## src/rtl/fetch_buffer.sv

```systemverilog
// fetch_buffer
//   Decouples instruction fetch from decode with a ring of DEPTH slots.
//   Each slot holds the PC of an issued fetch request and, once the memory
//   answers, the 64-bit instruction pair. Three pointers walk the ring:
//   alloc (next slot to request), fill (next slot awaiting data) and
//   head (next slot to hand to decode). Pointers carry one extra wrap bit
//   so that full and empty can be told apart.
//
//   Optional feature: define FETCH_BUFFER_BYPASS_EN to let a response that
//   lands on an empty buffer go straight to decode in the same cycle.
//
// Ports
//   i_clk, i_rst_n                 clock, asynchronous active-low reset
//   i_pc                           current fetch PC from the program-state block
//   o_stall                        hold-PC indication back to the program-state block
//   i_flush                        discard all buffered and in-flight fetches
//   o_req_valid, o_req_addr        memory fetch request (address is i_pc)
//   i_req_ready                    memory accepts the request
//   i_resp_valid, i_resp_data      in-order fetch response (two instructions)
//   o_valid, o_pc, o_data          entry presented to decode
//   i_ready                        decode accepts the entry

`ifndef VADDR_WIDTH
`define VADDR_WIDTH 32
`endif

module fetch_buffer #(
  parameter int DEPTH = 4
) (
  input  logic                    i_clk,
  input  logic                    i_rst_n,
  input  logic [`VADDR_WIDTH-1:0] i_pc,
  output logic                    o_stall,
  input  logic                    i_flush,
  output logic                    o_req_valid,
  output logic [`VADDR_WIDTH-1:0] o_req_addr,
  input  logic                    i_req_ready,
  input  logic                    i_resp_valid,
  input  logic [63:0]             i_resp_data,
  output logic                    o_valid,
  output logic [`VADDR_WIDTH-1:0] o_pc,
  output logic [63:0]             o_data,
  input  logic                    i_ready
);

  localparam int IW = $clog2(DEPTH);
  localparam int PW = IW + 1;
  localparam logic [PW-1:0] DepthP = PW'(DEPTH);
  localparam logic [PW-1:0] One    = PW'(1);

  logic [PW-1:0] alloc_q, alloc_d;
  logic [PW-1:0] fill_q,  fill_d;
  logic [PW-1:0] head_q,  head_d;
  logic [PW-1:0] drop_q,  drop_d;

  logic [`VADDR_WIDTH-1:0] slotPc_q   [DEPTH];
  logic [63:0]             slotData_q [DEPTH];

  logic [PW-1:0] occupancy;
  logic [PW-1:0] outstanding;
  logic          reqFire;
  logic          respTake;
  logic          respDrop;
  logic          bypassHit;
  logic          deq;
  logic          slotWrite;

  // Request side: occupancy counts every allocated slot, filled or not,
  // so a request is only offered while a free slot exists.
  always_comb begin
    occupancy   = alloc_q - head_q;
    outstanding = alloc_q - fill_q;
    o_req_valid = ~i_flush & (occupancy < DepthP);
    o_stall     = ~(o_req_valid & i_req_ready);
    o_req_addr  = i_pc;
    reqFire     = o_req_valid & i_req_ready;
    // Responses belonging to flushed requests are swallowed until drop_q
    // reaches zero; only then do responses fill slots again.
    respTake    = i_resp_valid & (drop_q == '0);
    respDrop    = i_resp_valid & (drop_q != '0);
  end

  // Decode side: the head slot is presented whenever it has data. With the
  // bypass build an incoming response for the head slot is forwarded
  // directly; head == fill means the head slot is the one being filled.
  always_comb begin
`ifdef FETCH_BUFFER_BYPASS_EN
    bypassHit = (head_q == fill_q) & respTake;
`else
    bypassHit = 1'b0;
`endif
    o_valid   = (head_q != fill_q) | bypassHit;
    o_pc      = slotPc_q[head_q[IW-1:0]];
    o_data    = bypassHit ? i_resp_data : slotData_q[head_q[IW-1:0]];
    deq       = o_valid & i_ready & ~i_flush;
    // A forwarded-and-consumed response never needs to be stored.
    slotWrite = respTake & ~i_flush & ~(bypassHit & deq);
  end

  // Pointer and drop-counter next state. A flush rewinds the ring and
  // converts every request still waiting for data into a pending drop,
  // accounting for any response that arrives in the flush cycle itself.
  always_comb begin
    alloc_d = alloc_q;
    fill_d  = fill_q;
    head_d  = head_q;
    drop_d  = drop_q;
    if (i_flush) begin
      alloc_d = '0;
      fill_d  = '0;
      head_d  = '0;
      drop_d  = outstanding - PW'(respTake) + drop_q - PW'(respDrop);
    end else begin
      if (reqFire) begin
        alloc_d = alloc_q + One;
      end
      if (respTake) begin
        fill_d = fill_q + One;
      end
      if (respDrop) begin
        drop_d = drop_q - One;
      end
      if (deq) begin
        head_d = head_q + One;
      end
    end
  end

  // Pointer state clears immediately on reset; outstanding memory traffic
  // is abandoned because the memory side is reset alongside this block.
  always_ff @(posedge i_clk or negedge i_rst_n) begin
    if (!i_rst_n) begin
      alloc_q <= '0;
      fill_q  <= '0;
      head_q  <= '0;
      drop_q  <= '0;
    end else begin
      alloc_q <= alloc_d;
      fill_q  <= fill_d;
      head_q  <= head_d;
      drop_q  <= drop_d;
    end
  end

  // Slot storage has no reset; a slot is only read after it is written.
  always_ff @(posedge i_clk) begin
    if (reqFire) begin
      slotPc_q[alloc_q[IW-1:0]] <= i_pc;
    end
    if (slotWrite) begin
      slotData_q[fill_q[IW-1:0]] <= i_resp_data;
    end
  end

endmodule
```

## config.mk

```make
export PLATFORM = sky130hd
export DESIGN_NAME = fetch_buffer
export DESIGN_NICKNAME = d
export VERILOG_FILES = /design/src/rtl/fetch_buffer.sv
export SDC_FILE = /design/constraint.sdc
export NUM_CORES = 1
export LEC_CHECK = 0
export BUFFER_PORTS_ARGS = -buffer_cell sky130_fd_sc_hd__buf_2
export CAP_MARGIN = 5
export CORE_MARGIN = 3
export CORE_UTILIZATION = 26
export DETAILED_ROUTE_END_ITERATION = 6
export SLEW_MARGIN = 15
export SYNTH_ARGS = -nofsm -noshare
export SYNTH_HDL_FRONTEND = slang
export SYNTH_SLANG_ARGS = --single-unit
```

## constraint.sdc

```tcl
create_clock -name i_clk -period 6.5 [get_ports i_clk]
set_input_delay 1.625 -clock i_clk [delete_from_list [all_inputs] [get_ports i_clk]]
set_output_delay 1.625 -clock i_clk [all_outputs]
set_load 0.005 [all_outputs]
```

Yosys cells after proc, flatten, opt, wreduce, memory -nomap -nowiden. Memories as Yosys holds them, arrays and structs flattened. Index checks and enable logic that the tools add are counted.

Mux-type cells: 12. Reductions and logical operators: 6. Order comparisons: 1. Equality and inequality tests: 1. Bitwise operators: 9. Add/subtract/negate cells: 9.

Operators with widths (count): 2-to-1 mux 3 bit (8); adder 3 x 1 -> 3 bit (second input constant) (3); nonzero test 2 bit (4); bitwise AND 1 bit (7); subtractor 3 x 1 -> 3 bit (2); subtractor 3 bit (2); 2-to-1 mux 1 bit (4); adder 3 bit (1); zero test 3 bit (1); < comparator 3 bit (second input constant) (1); inequality test 3 bit (1); nonzero test 3 bit (1); subtractor 3 x 1 -> 3 bit (second input constant) (1); NOT 1 bit (2).

Memory bits (writable): 384. Input bits: 102. Bits in registers: 12. Output and inout port bits: 131. Logic and storage cells: 44. Memories: 2.

Memories: slotData_q (depth 4, bits a word 64, rd ports 1, clocked after memory_dff 0, write ports 1, RTL line 57) `logic [63:0] slotData_q [DEPTH];`; slotPc_q (depth 4, bits a word 32, rd ports 1, clocked after memory_dff 0, write ports 1, RTL line 56) `` logic [`VADDR_WIDTH-1:0] slotPc_q [DEPTH]; ``.

Depth between registers and ports, before layout. Gate-level depths: netlist (run 1).

Word-level depth: 6. Mapped depth: 15. Gate-level depth less buffers: 15.

Worst setup path before layout (run 1). Ideal clock, no wire load.

Path kind: input to register. Start: input i_resp_valid. End: register drop_q[2]. Stages: 12. Path buffers: 0. Arrival: 4463 ps. Library setup time: 123 ps. Data required time: 6377 ps. Path slack: 1913 ps. Cell sequence: nor3b_2 > ha_1 > fa_1 > fa_1 > inv_1 > ha_1 > fa_1 > xnor2_1 > xnor2_1 > xnor2_1 > a21oi_1 > xnor2_1.

Cells in the longest elaborated chain, start to end: 5. Elaborated cells between the ends (all ways): 7. Classes of those cells: add/sub: 3; mux: 1; bitwise: 2; reduce/logical: 1.

RTL lines: start, declared (RTL line 38) `input logic i_resp_valid,`; bitwise AND 1 bit (RTL line 79) `respTake = i_resp_valid & (drop_q == '0);`; subtractor 3 x 1 -> 3 bit (RTL line 112) `drop_d = outstanding - PW'(respTake) + drop_q - PW'(respDrop);`; adder 3 bit (RTL line 112); subtractor 3 x 1 -> 3 bit (RTL line 112); 2-to-1 mux 3 bit (RTL line 108) `if (i_flush) begin`; end signal, assigned (RTL line 141) `drop_q <= drop_d;`; end, declared (RTL line 54) `logic [PW-1:0] drop_q, drop_d;`.

Several ways; a longest one is shown, not always the timed one. A chain may end at the register's enable or synchronous reset.

Final worst setup path (run 1).
Start: register head_q[0]. End: output o_data[14].

Cells in the longest elaborated chain, start to end: 1.

RTL lines: start, declared (RTL line 53) `logic [PW-1:0] head_q, head_d;`; start signal, assigned (RTL line 135) `head_q <= '0;`; start signal, assigned (RTL line 140) `head_q <= head_d;`; memory read (4 x 64 bit); end, declared (RTL line 42) `output logic [63:0] o_data,`.

Every way passes these cells.

==> impl_metrics.env, run 1 <==
export IMPL_die_w_um=247
export IMPL_synth_edf_count=384
export IMPL_seqCellArea_sq_um=11800
export IMPL_multiInputGateArea_sq_um=2870
export IMPL_fin_skew_ns=0.0101
export IMPL_reg2reg_to="drop_q[2]"
export IMPL_n_fill_cell=5429
export IMPL_fmax_mhz=227
export IMPL_dp_hpwl_mm=19.1
export IMPL_routedWlPerCell_um=18.9
export IMPL_rrSetupSlack_ns=2.61
export IMPL_post_cts_setup_buffers=0
export IMPL_row_count=87
export IMPL_port_buffers=232
export IMPL_synth_xor_area_share_pct=1.03
export IMPL_ys_warn_count=0
export IMPL_path_max_fanout=33
export IMPL_drive_gt1_share_pct=45.5
export IMPL_routed_wl_mm=31.4
export IMPL_netlist_area_sq_um=15100
export IMPL_ys_ff_latch=396
export IMPL_min_from="drop_q[2]"
export IMPL_max_slew_margin_pct=36.3
export IMPL_synth_top_family_by_area="multiplexers"
export IMPL_synthCells=644
export IMPL_worst_slew_pin_slew_ns=0.955
export IMPL_start_util_pct=26.5
export IMPL_layout_common_cells="edfxtp_1, buf_2, mux4_2"
export IMPL_powerDensity_nw_per_um2=351
export IMPL_final_common_cell="edfxtp_1"
export IMPL_syn_avg_cell_area_sq_um=23.4
export IMPL_power_leakage_uw=0.00608
export IMPL_root_buffer="clkbuf_16"
export IMPL_drcViolationCount=0
export IMPL_cts_buffers=44
export IMPL_cts_resized=0
export IMPL_fin_crit_sh_pct=67.6
export IMPL_tns_ns=0
export IMPL_hp_class="flop to flop"
export IMPL_cp_arrival_ns=2.77
export IMPL_ys_types=30
export IMPL_critPathCaptureType="output pin"
export IMPL_fin_ws_ns=2.10
export IMPL_async_flop_share_pct=3.03
export IMPL_max_vdd_ir_drop_mv=0.207
export IMPL_critPathKind="flop to output pin"
export IMPL_final_nets=995
export IMPL_worstPathRequired_ns=4.88
export IMPL_seq_area_frac_synth_pct=78.3
export IMPL_cts_tree="built"
export IMPL_clkLatencyLatePin_ns=0.55
export IMPL_cap_violations=0
export IMPL_vias_per_cell=4.22
export IMPL_status="finished clean"
export IMPL_rsz0062_at_grt="no"
export IMPL_grt_util_all_layers_pct=10.4
export IMPL_ant_nets=0
export IMPL_maxSlewViolCount=0
export IMPL_ctsHoldBuffers=0
export IMPL_syn2layout_area_growth_pct=21.5
export IMPL_finalPower_uw=6450
export IMPL_overflow=0
export IMPL_drtPass1Iterations=4
export IMPL_clock_sinks=396
export IMPL_num_vias=7037
export IMPL_globalplace_congestion=0.678
export IMPL_grt_pass1_vias=7659
export IMPL_dp_slack_ns=1.64
export IMPL_htree_num_levels=2
export IMPL_hold_viol=0
export IMPL_pin_count=233
export IMPL_drt_iter0_drc=368
export IMPL_synth_compound_area_share_pct=0.539
export IMPL_reg2reg_from="drop_q[0]"
export IMPL_die_y_um=247
export IMPL_cp_start_kind="flop"
export IMPL_antenna_found_initial=5
export IMPL_rr_worst_depth=15
export IMPL_dieArea_sq_um=61000
export IMPL_synth_flop_cell="edfxtp_1"
export IMPL_final_area_sq_um=18300
export IMPL_synth_nets=765
export IMPL_synth_mux_area_share_pct=14.3
export IMPL_grt_max_degree=56
export IMPL_whs_path_depth=1
export IMPL_final_util_pct=32.2
export IMPL_place_area_sq_um=16900
export IMPL_period_minus_slack_ns=4.40
export IMPL_cts_buffer_depth=3
export IMPL_synthAdderAreaFrac_pct=1.77
export IMPL_core_sq_um=56900
export IMPL_setup_viol=0
export IMPL_min_to="drop_q[2]"
export IMPL_synth_simple_gate_area_share_pct=1.24
export IMPL_path_clk_slew_ns=0.07
export IMPL_grt_pass1_wl_mm=47.4
kinds of logic after synthesis:
logic type	Yosys count
xor+xnor	16
flops	396
mux	96
fa+ha+maj	19
compound gates	13
buf+inv	70
simple gates	34
state kept, by name (all words and copies together), names as in the netlist:
| signal | cells |
|---|---|
| drop_q | 3 |
| slotPc_q | 128 |
| slotData_q | 256 |
| head_q | 3 |
| alloc_q | 3 |
| fill_q | 3 |
power breakdown:
part	leakage, uW	total, uW	internal (uW)	switching (uW)
combinational	0.00179	1060	547	516
sequential	0.00362	2990	2920	66.2
clock	0.000672	2390	1410	989
total	0.00608	6450	4880	1570
final cells by class:
cell class,count,share of cell area [%]
Clock inverter,31,1.51
Timing Repair Buffer,240,6.72
Inverter,14,0.286
Tap cell,756,5.16
Antenna cell,2,0.0273
Clock buffer,50,6.12
Multi-Input combinational cell,178,15.6
Sequential cell,396,64.5
critical path, cell delays in order (launching register included):
cell     delay (ns)
dfrtp_4        0.76
buf_4          0.66
mux4_2         0.63
buf_2          0.15
layer usage:
metal  share of wire [%]  GRT usage (%)  vias to the layer above
met2                  49           16.8                      169
li1                    -              -                     3103
met4                 2.6           3.61                        4
met1                  42           13.2                     3707
met5               0.086              0                        -
met3                 6.2           3.06                       54
worst max path at each step:
stage	end	depth (start not counted)	startpoint	slack [ns]
6_report	o_data[14]	3	head_q[0]	2.10
5_1_grt	o_data[30]	3	head_q[0]	1.86
3_5_place_dp	drop_q[2]	13	i_resp_valid	1.64
4_1_cts	o_data[30]	3	head_q[0]	1.94
2_1_floorplan	drop_q[2]	12	i_resp_valid	1.91
3_3_place_gp	drop_q[2]	13	i_resp_valid	1.65
cell usage after synthesis (2+ instances only):
library cell	n	area (sq um)
a21o_1	2	15.0
dfrtp_1	12	300
xnor2_1	10	87.6
buf_4	35	263
fa_1	4	80.1
buf_2	11	55.1
o21ai_1	2	10.0
mux4_2	96	2160
nor2b_1	2	12.5
inv_1	14	52.6
nor2_1	7	26.3
nand3_1	6	30.0
nand2_1	7	26.3
xor2_1	4	35.0
a21oi_1	7	35.0
and2_1	7	43.8
edfxtp_1	384	11500
ha_1	15	188
clkbuf_1	8	30.0
per-stage QoR:
stage          hold WS, ns  std cells
6_report             0.521       1667
2_1_floorplan        0.487        644
3_3_place_gp         0.507       1584
4_1_cts              0.527       1665
5_1_grt              0.556       1665
3_5_place_dp         0.514       1584
Power figures use the tool's default switching activity.
==> run 2, diff against run 1 <==
==> constraint.sdc (replaced) <==
create_clock -name i_clk -period 3.6 [get_ports i_clk]
set_input_delay 0.9 -clock i_clk [delete_from_list [all_inputs] [get_ports i_clk]]
set_output_delay 0.9 -clock i_clk [all_outputs]
set_load 0.005 [all_outputs]
==> run 2 against run 1 <==
Via count grew 0.53%. Register-to-register slack got worse by 2.5 ns. Global-route usage down 0.11 points. Clock skew up 0.0080 ns. Highest routed layer unchanged.
==> impl_metrics.env, run 2 (synthesized netlist as in run 1, its figures left out) <==
export IMPL_overflow=0
export IMPL_root_buffer="clkbuf_16"
export IMPL_cts_buffers=44
export IMPL_maxSlewViolCount=0
export IMPL_cp_arrival_ns=3.95
export IMPL_start_util_pct=26.5
export IMPL_cts_buffer_depth=3
export IMPL_drt_iter0_drc=291
export IMPL_antenna_found_initial=6
export IMPL_power_leakage_uw=0.00623
export IMPL_syn2layout_area_growth_pct=23.2
export IMPL_dieArea_sq_um=61000
export IMPL_die_w_um=247
export IMPL_globalplace_congestion=0.709
export IMPL_die_y_um=247
export IMPL_hp_class="input pin to asynchronous set/reset pin"
export IMPL_drcViolationCount=0
export IMPL_routed_wl_mm=31.3
export IMPL_grt_max_degree=100
export IMPL_clkLatencyLatePin_ns=0.56
export IMPL_fin_ws_ns=0.125
export IMPL_status="finished clean"
export IMPL_core_sq_um=56900
export IMPL_drive_gt1_share_pct=47.1
export IMPL_whs_ns=0.222
export IMPL_worstSetupEndpoint="drop_q[2]"
export IMPL_fin_skew_ns=0.0181
export IMPL_rrSetupSlack_ns=0.13
export IMPL_grt_util_all_layers_pct=10.2
export IMPL_worst_slew_pin_slew_ns=0.682
export IMPL_fmax_mhz=288
export IMPL_reg2reg_to="drop_q[2]"
export IMPL_vias_per_cell=4.20
export IMPL_path_max_fanout=3
export IMPL_num_vias=7074
export IMPL_layout_common_cells="edfxtp_1, buf_2, mux4_2"
export IMPL_max_vdd_ir_drop_mv=0.398
export IMPL_cp_startpoint="drop_q[1]"
export IMPL_reg2reg_from="drop_q[1]"
export IMPL_worstPathRequired_ns=4.08
export IMPL_critPathCaptureType="flop"
export IMPL_fin_crit_sh_pct=96.5
export IMPL_hold_viol=0
export IMPL_final_util_pct=32.7
export IMPL_cp_start_kind="flop"
export IMPL_critPathKind="flop to flop"
export IMPL_max_slew_margin_pct=54.6
export IMPL_rr_worst_depth=15
export IMPL_row_count=87
export IMPL_grt_pass1_wl_mm=47.3
export IMPL_dp_hpwl_mm=19.2
export IMPL_cp_slowest_stage_delay_ns=0.49
export IMPL_routedWlPerCell_um=18.6
export IMPL_cap_violations=0
export IMPL_htree_num_levels=2
export IMPL_final_nets=1014
export IMPL_drtPass1Iterations=4
export IMPL_port_buffers=232
export IMPL_ant_nets=0
export IMPL_clock_sinks=396
export IMPL_cts_tree="built"
export IMPL_period_minus_slack_ns=3.47
export IMPL_cpMaxStageDelayCell="fa_1"
export IMPL_powerDensity_nw_per_um2=633
export IMPL_rsz0062_at_grt="yes"
export IMPL_setup_viol=0
export IMPL_dp_slack_ns=-0.247
export IMPL_path_clk_slew_ns=0.06
export IMPL_pin_count=233
export IMPL_final_common_cell="edfxtp_1"
export IMPL_crit_chain="inv_2 -> ha_1 -> inv_2 -> nor3b_4 -> ha_1 -> fa_1 -> fa_1 -> inv_1 -> ha_2 -> fa_2 -> xnor2_2 -> xnor2_2 -> xnor2_1 -> a21oi_1 -> xnor2_1"
export IMPL_grt_pass1_vias=7754
export IMPL_largest_reg_flops=256
## run 2: cell types whose count changed in the layout (fill, tap and decap cells not counted), moves of 2 or more
cell	change
clkinv_4	-2
buf_12	+8
inv_6	+2
clkinvlp_4	-3
inv_1	-2
and2_2	-3
xnor2_1	-2
clkinv_1	-3
xnor2_2	+2
buf_4	+11
and2_1	+3
inv_2	+2
clkinv_2	+4
## run 2: what timing repair did
action / 4_1_cts / 5_1_grt
buffers inserted: 0 / 1
resized for setup: 0 / 3
setup endpoints to repair: 0 / 1
hold buffers: 0 / 0
## run 2: stage by stage
| step | instance area, sq um | TNS [ns] | std cells | total power (uW) |
|---|---|---|---|---|
| 5_1_grt | 18600 | -0.107 | 1685 | 12400 |
| 4_1_cts | 18600 | 0 | 1683 | 12000 |
| 2_1_floorplan | 15100 | -0.102 | 644 | 6760 |
| 3_3_place_gp | 17200 | -0.229 | 1602 | 7590 |
| 3_5_place_dp | 17200 | -0.247 | 1602 | 7610 |
| 6_report | 18600 | 0 | 1686 | 11800 |
## run 2: critical path, delay by kind of cell (launching register included)
family                     cells  cell delay [ns]
xor gates and xnor gates       4             0.55
and+or+nand+nor                1             0.21
buffers and inverters          3             0.16
adders and majority gates      6             1.90
DFF                            1             0.40
AOI/OAI and AO/OA              1             0.18
## run 2: layout make-up
class | count | area (sq um)
Antenna cell | 2 | 5.00
Clock buffer | 52 | 1140
Clock inverter | 29 | 253
Fill cell | 5451 | 38300
Inverter | 14 | 52.6
Multi-Input combinational cell | 178 | 2890
Sequential cell | 396 | 11800
Tap cell | 756 | 946
Timing Repair Buffer | 259 | 1480
## run 2: per-layer routing
layer	vias to the layer above	GRT usage (%)	wire, um
met3	55	2.90	1930
li1	3136	-	-
met2	172	17.1	15600
met4	2	4.02	881
met1	3709	12.6	12900
met5	-	0	13
## run 2: how the worst min path moves through the flow
stage,from,end,slack (ns),cells past startpoint
final,i_rst_n,alloc_q[2],0.22,1
after floorplan,drop_q[2],drop_q[2],0.52,1
after CTS,i_rst_n,alloc_q[2],0.18,1
after global routing,i_rst_n,fill_q[2],0.21,1
after global placement,drop_q[2],drop_q[2],0.54,1
after detailed placement,drop_q[2],drop_q[2],0.55,1
## run 2: power breakdown
| group | switching, uW | internal, uW | leakage, uW | total [uW] |
|---|---|---|---|---|
| Combinational | 993 | 1100 | 0.00192 | 2100 |
| Clock | 1800 | 2500 | 0.000688 | 4300 |
| Sequential | 94.5 | 5280 | 0.00362 | 5370 |
| Total | 2890 | 8880 | 0.00623 | 11800 |
==> run 3, diff against run 2 <==
--- a/config.mk
+++ b/config.mk
@@ -9,6 +9,7 @@
 export CAP_MARGIN = 5
 export CORE_MARGIN = 3
 export CORE_UTILIZATION = 26
+export CTS_BUF_LIST = sky130_fd_sc_hd__clkbuf_4 sky130_fd_sc_hd__clkbuf_8
 export DETAILED_ROUTE_END_ITERATION = 6
 export SLEW_MARGIN = 15
 export SYNTH_ARGS = -nofsm -noshare
==> run 3 against run 2 <==
Die area unchanged. Critical path type unchanged. Sequential share of layout area decreased by 0.15 points. Wire length increased by 1.5%. Non-clock buffer count unchanged. Critical path depth unchanged.
==> impl_metrics.env, run 3 (synthesized netlist as in run 1, its figures left out) <==
export IMPL_pin_count=233
export IMPL_path_clk_slew_ns=0.06
export IMPL_busiest_layer="met2"
export IMPL_grt_pass1_wl_mm=47.9
export IMPL_cts_buffer_depth=3
export IMPL_antenna_found_initial=6
export IMPL_num_vias=7222
export IMPL_dieArea_sq_um=61000
export IMPL_routedWlPerCell_um=18.3
export IMPL_drt_iter0_drc=297
export IMPL_setup_viol=0
export IMPL_globalplace_congestion=0.709
export IMPL_rrSetupSlack_ns=0.12
export IMPL_drive_gt1_share_pct=49.2
export IMPL_fin_crit_sh_pct=96.7
export IMPL_ant_nets=0
export IMPL_max_slew_margin_pct=54.8
export IMPL_period_minus_slack_ns=3.48
export IMPL_n_fill_cell=5471
export IMPL_start_util_pct=26.5
export IMPL_largest_reg_flops=256
export IMPL_whs_ns=0.174
export IMPL_grt_util_all_layers_pct=10.5
export IMPL_final_util_pct=32.8
export IMPL_die_y_um=247
export IMPL_cts_tree="built"
export IMPL_path_max_fanout=3
export IMPL_routed_wl_mm=31.8
export IMPL_powerDensity_nw_per_um2=626
export IMPL_cts_buffers=72
export IMPL_die_w_um=247
export IMPL_grtUsageMet3_pct=3.56
export IMPL_worstPathRequired_ns=4.12
export IMPL_hp_class="input pin to asynchronous set/reset pin"
export IMPL_dp_hpwl_mm=19.2
export IMPL_maxSlewViolCount=0
export IMPL_final_nets=1042
export IMPL_cap_violations=0
export IMPL_fmax_mhz=287
export IMPL_clkLatencyLatePin_ns=0.62
export IMPL_critPathKind="flop to flop"
export IMPL_htree_num_levels=3
export IMPL_vias_per_cell=4.16
export IMPL_reg2reg_from="drop_q[1]"
export IMPL_ctsHoldBuffers=0
export IMPL_port_buffers=232
export IMPL_rr_worst_depth=15
export IMPL_layout_common_cells="edfxtp_1, buf_2, mux4_2"
export IMPL_final_common_cell="edfxtp_1"
export IMPL_core_sq_um=56900
export IMPL_hold_viol=0
export IMPL_syn2layout_area_growth_pct=23.5
export IMPL_power_leakage_uw=0.00628
export IMPL_grt_max_degree=100
export IMPL_max_vdd_ir_drop_mv=0.352
export IMPL_met2_usage_pct=17.1
export IMPL_worst_slew_pin_slew_ns=0.677
export IMPL_overflow=0
export IMPL_grt_use_met1_pct=12.4
export IMPL_fin_skew_ns=0.0255
export IMPL_rsz0062_at_grt="yes"
export IMPL_cp_arrival_ns=4.01
export IMPL_drtPass1Iterations=4
export IMPL_clock_sinks=396
export IMPL_drcViolationCount=0
export IMPL_root_buffer="clkbuf_8"
export IMPL_critPathCaptureType="flop"
export IMPL_reg2reg_to="drop_q[2]"
export IMPL_row_count=87
export IMPL_cp_start_kind="flop"
export IMPL_grt_pass1_vias=8054
export IMPL_status="finished clean"
==> run 3: cell types whose count changed in the layout (fill, tap and decap cells not counted), sizes merged <==
cell / delta
clkbuf: +40
clkinv: +7
clkinvlp: +2
bufinv: +1
inv: -1
==> run 3: metrics by stage <==
| stage | power, uW | instance area (sq um) | worst slack (ns) | std cells | setup TNS [ns] |
|---|---|---|---|---|---|
| after floorplan | 6760 | 15100 | -0.102 | 644 | -0.102 |
| after global placement | 7590 | 17200 | -0.229 | 1602 | -0.229 |
| after detailed placement | 7610 | 17200 | -0.247 | 1602 | -0.247 |
| after CTS | 11900 | 18600 | 0.0216 | 1732 | 0 |
| after global routing | 12300 | 18600 | -0.110 | 1735 | -0.110 |
| final | 11700 | 18600 | 0.118 | 1735 | 0 |
==> run 3: cell type report <==
class	count	area, sq um	share of cell area [%]
sequential	396	11800	63.5
timing repair buffer	259	1480	7.92
clock buffer	92	1150	6.15
antenna	2	5.00	0.0268
tap	756	946	5.07
multi-input combinational	178	2890	15.5
clock inverter	38	289	1.55
inverter	14	52.6	0.282
==> run 3: report_power, final <==
part | internal (uW) | switching [uW] | total [uW]
Clock | 2390 | 1820 | 4200
Sequential | 5280 | 94.9 | 5380
Combinational | 1100 | 994 | 2100
==> run 3: critical path: stages, from the launching register on <==
cell     delay, ns
dfrtp_1       0.40
inv_2         0.07
ha_1          0.15
inv_2         0.05
nor3b_4       0.21
ha_1          0.27
fa_1          0.45
fa_1          0.49
inv_1         0.04
ha_2          0.17
fa_2          0.37
xnor2_2       0.15
xnor2_2       0.14
xnor2_1       0.13
a21oi_1       0.18
xnor2_1       0.13
==> run 3: worst max path at each step <==
stage | startpoint | to | slack, ns | cells after the start
global route | drop_q[1] | drop_q[2] | -0.11 | 15
floorplan | i_resp_valid | drop_q[2] | -0.10 | 12
detailed placement | i_resp_valid | drop_q[2] | -0.25 | 13
finish | drop_q[1] | drop_q[2] | 0.12 | 15
CTS | drop_q[1] | drop_q[2] | 0.02 | 15
global placement | i_resp_valid | drop_q[2] | -0.23 | 13
==> run 3: metal layers <==
metal	up-vias	wire [um]
met5	-	13
met2	210	15700
met4	2	879
met1	3746	12900
met3	64	2210
li1	3200	-
==> run 3: timing repair <==
item / CTS / global route
endpoints found under the setup margin: 0 / 1
buffers inserted: 0 / 1
resized for setup: 0 / 3
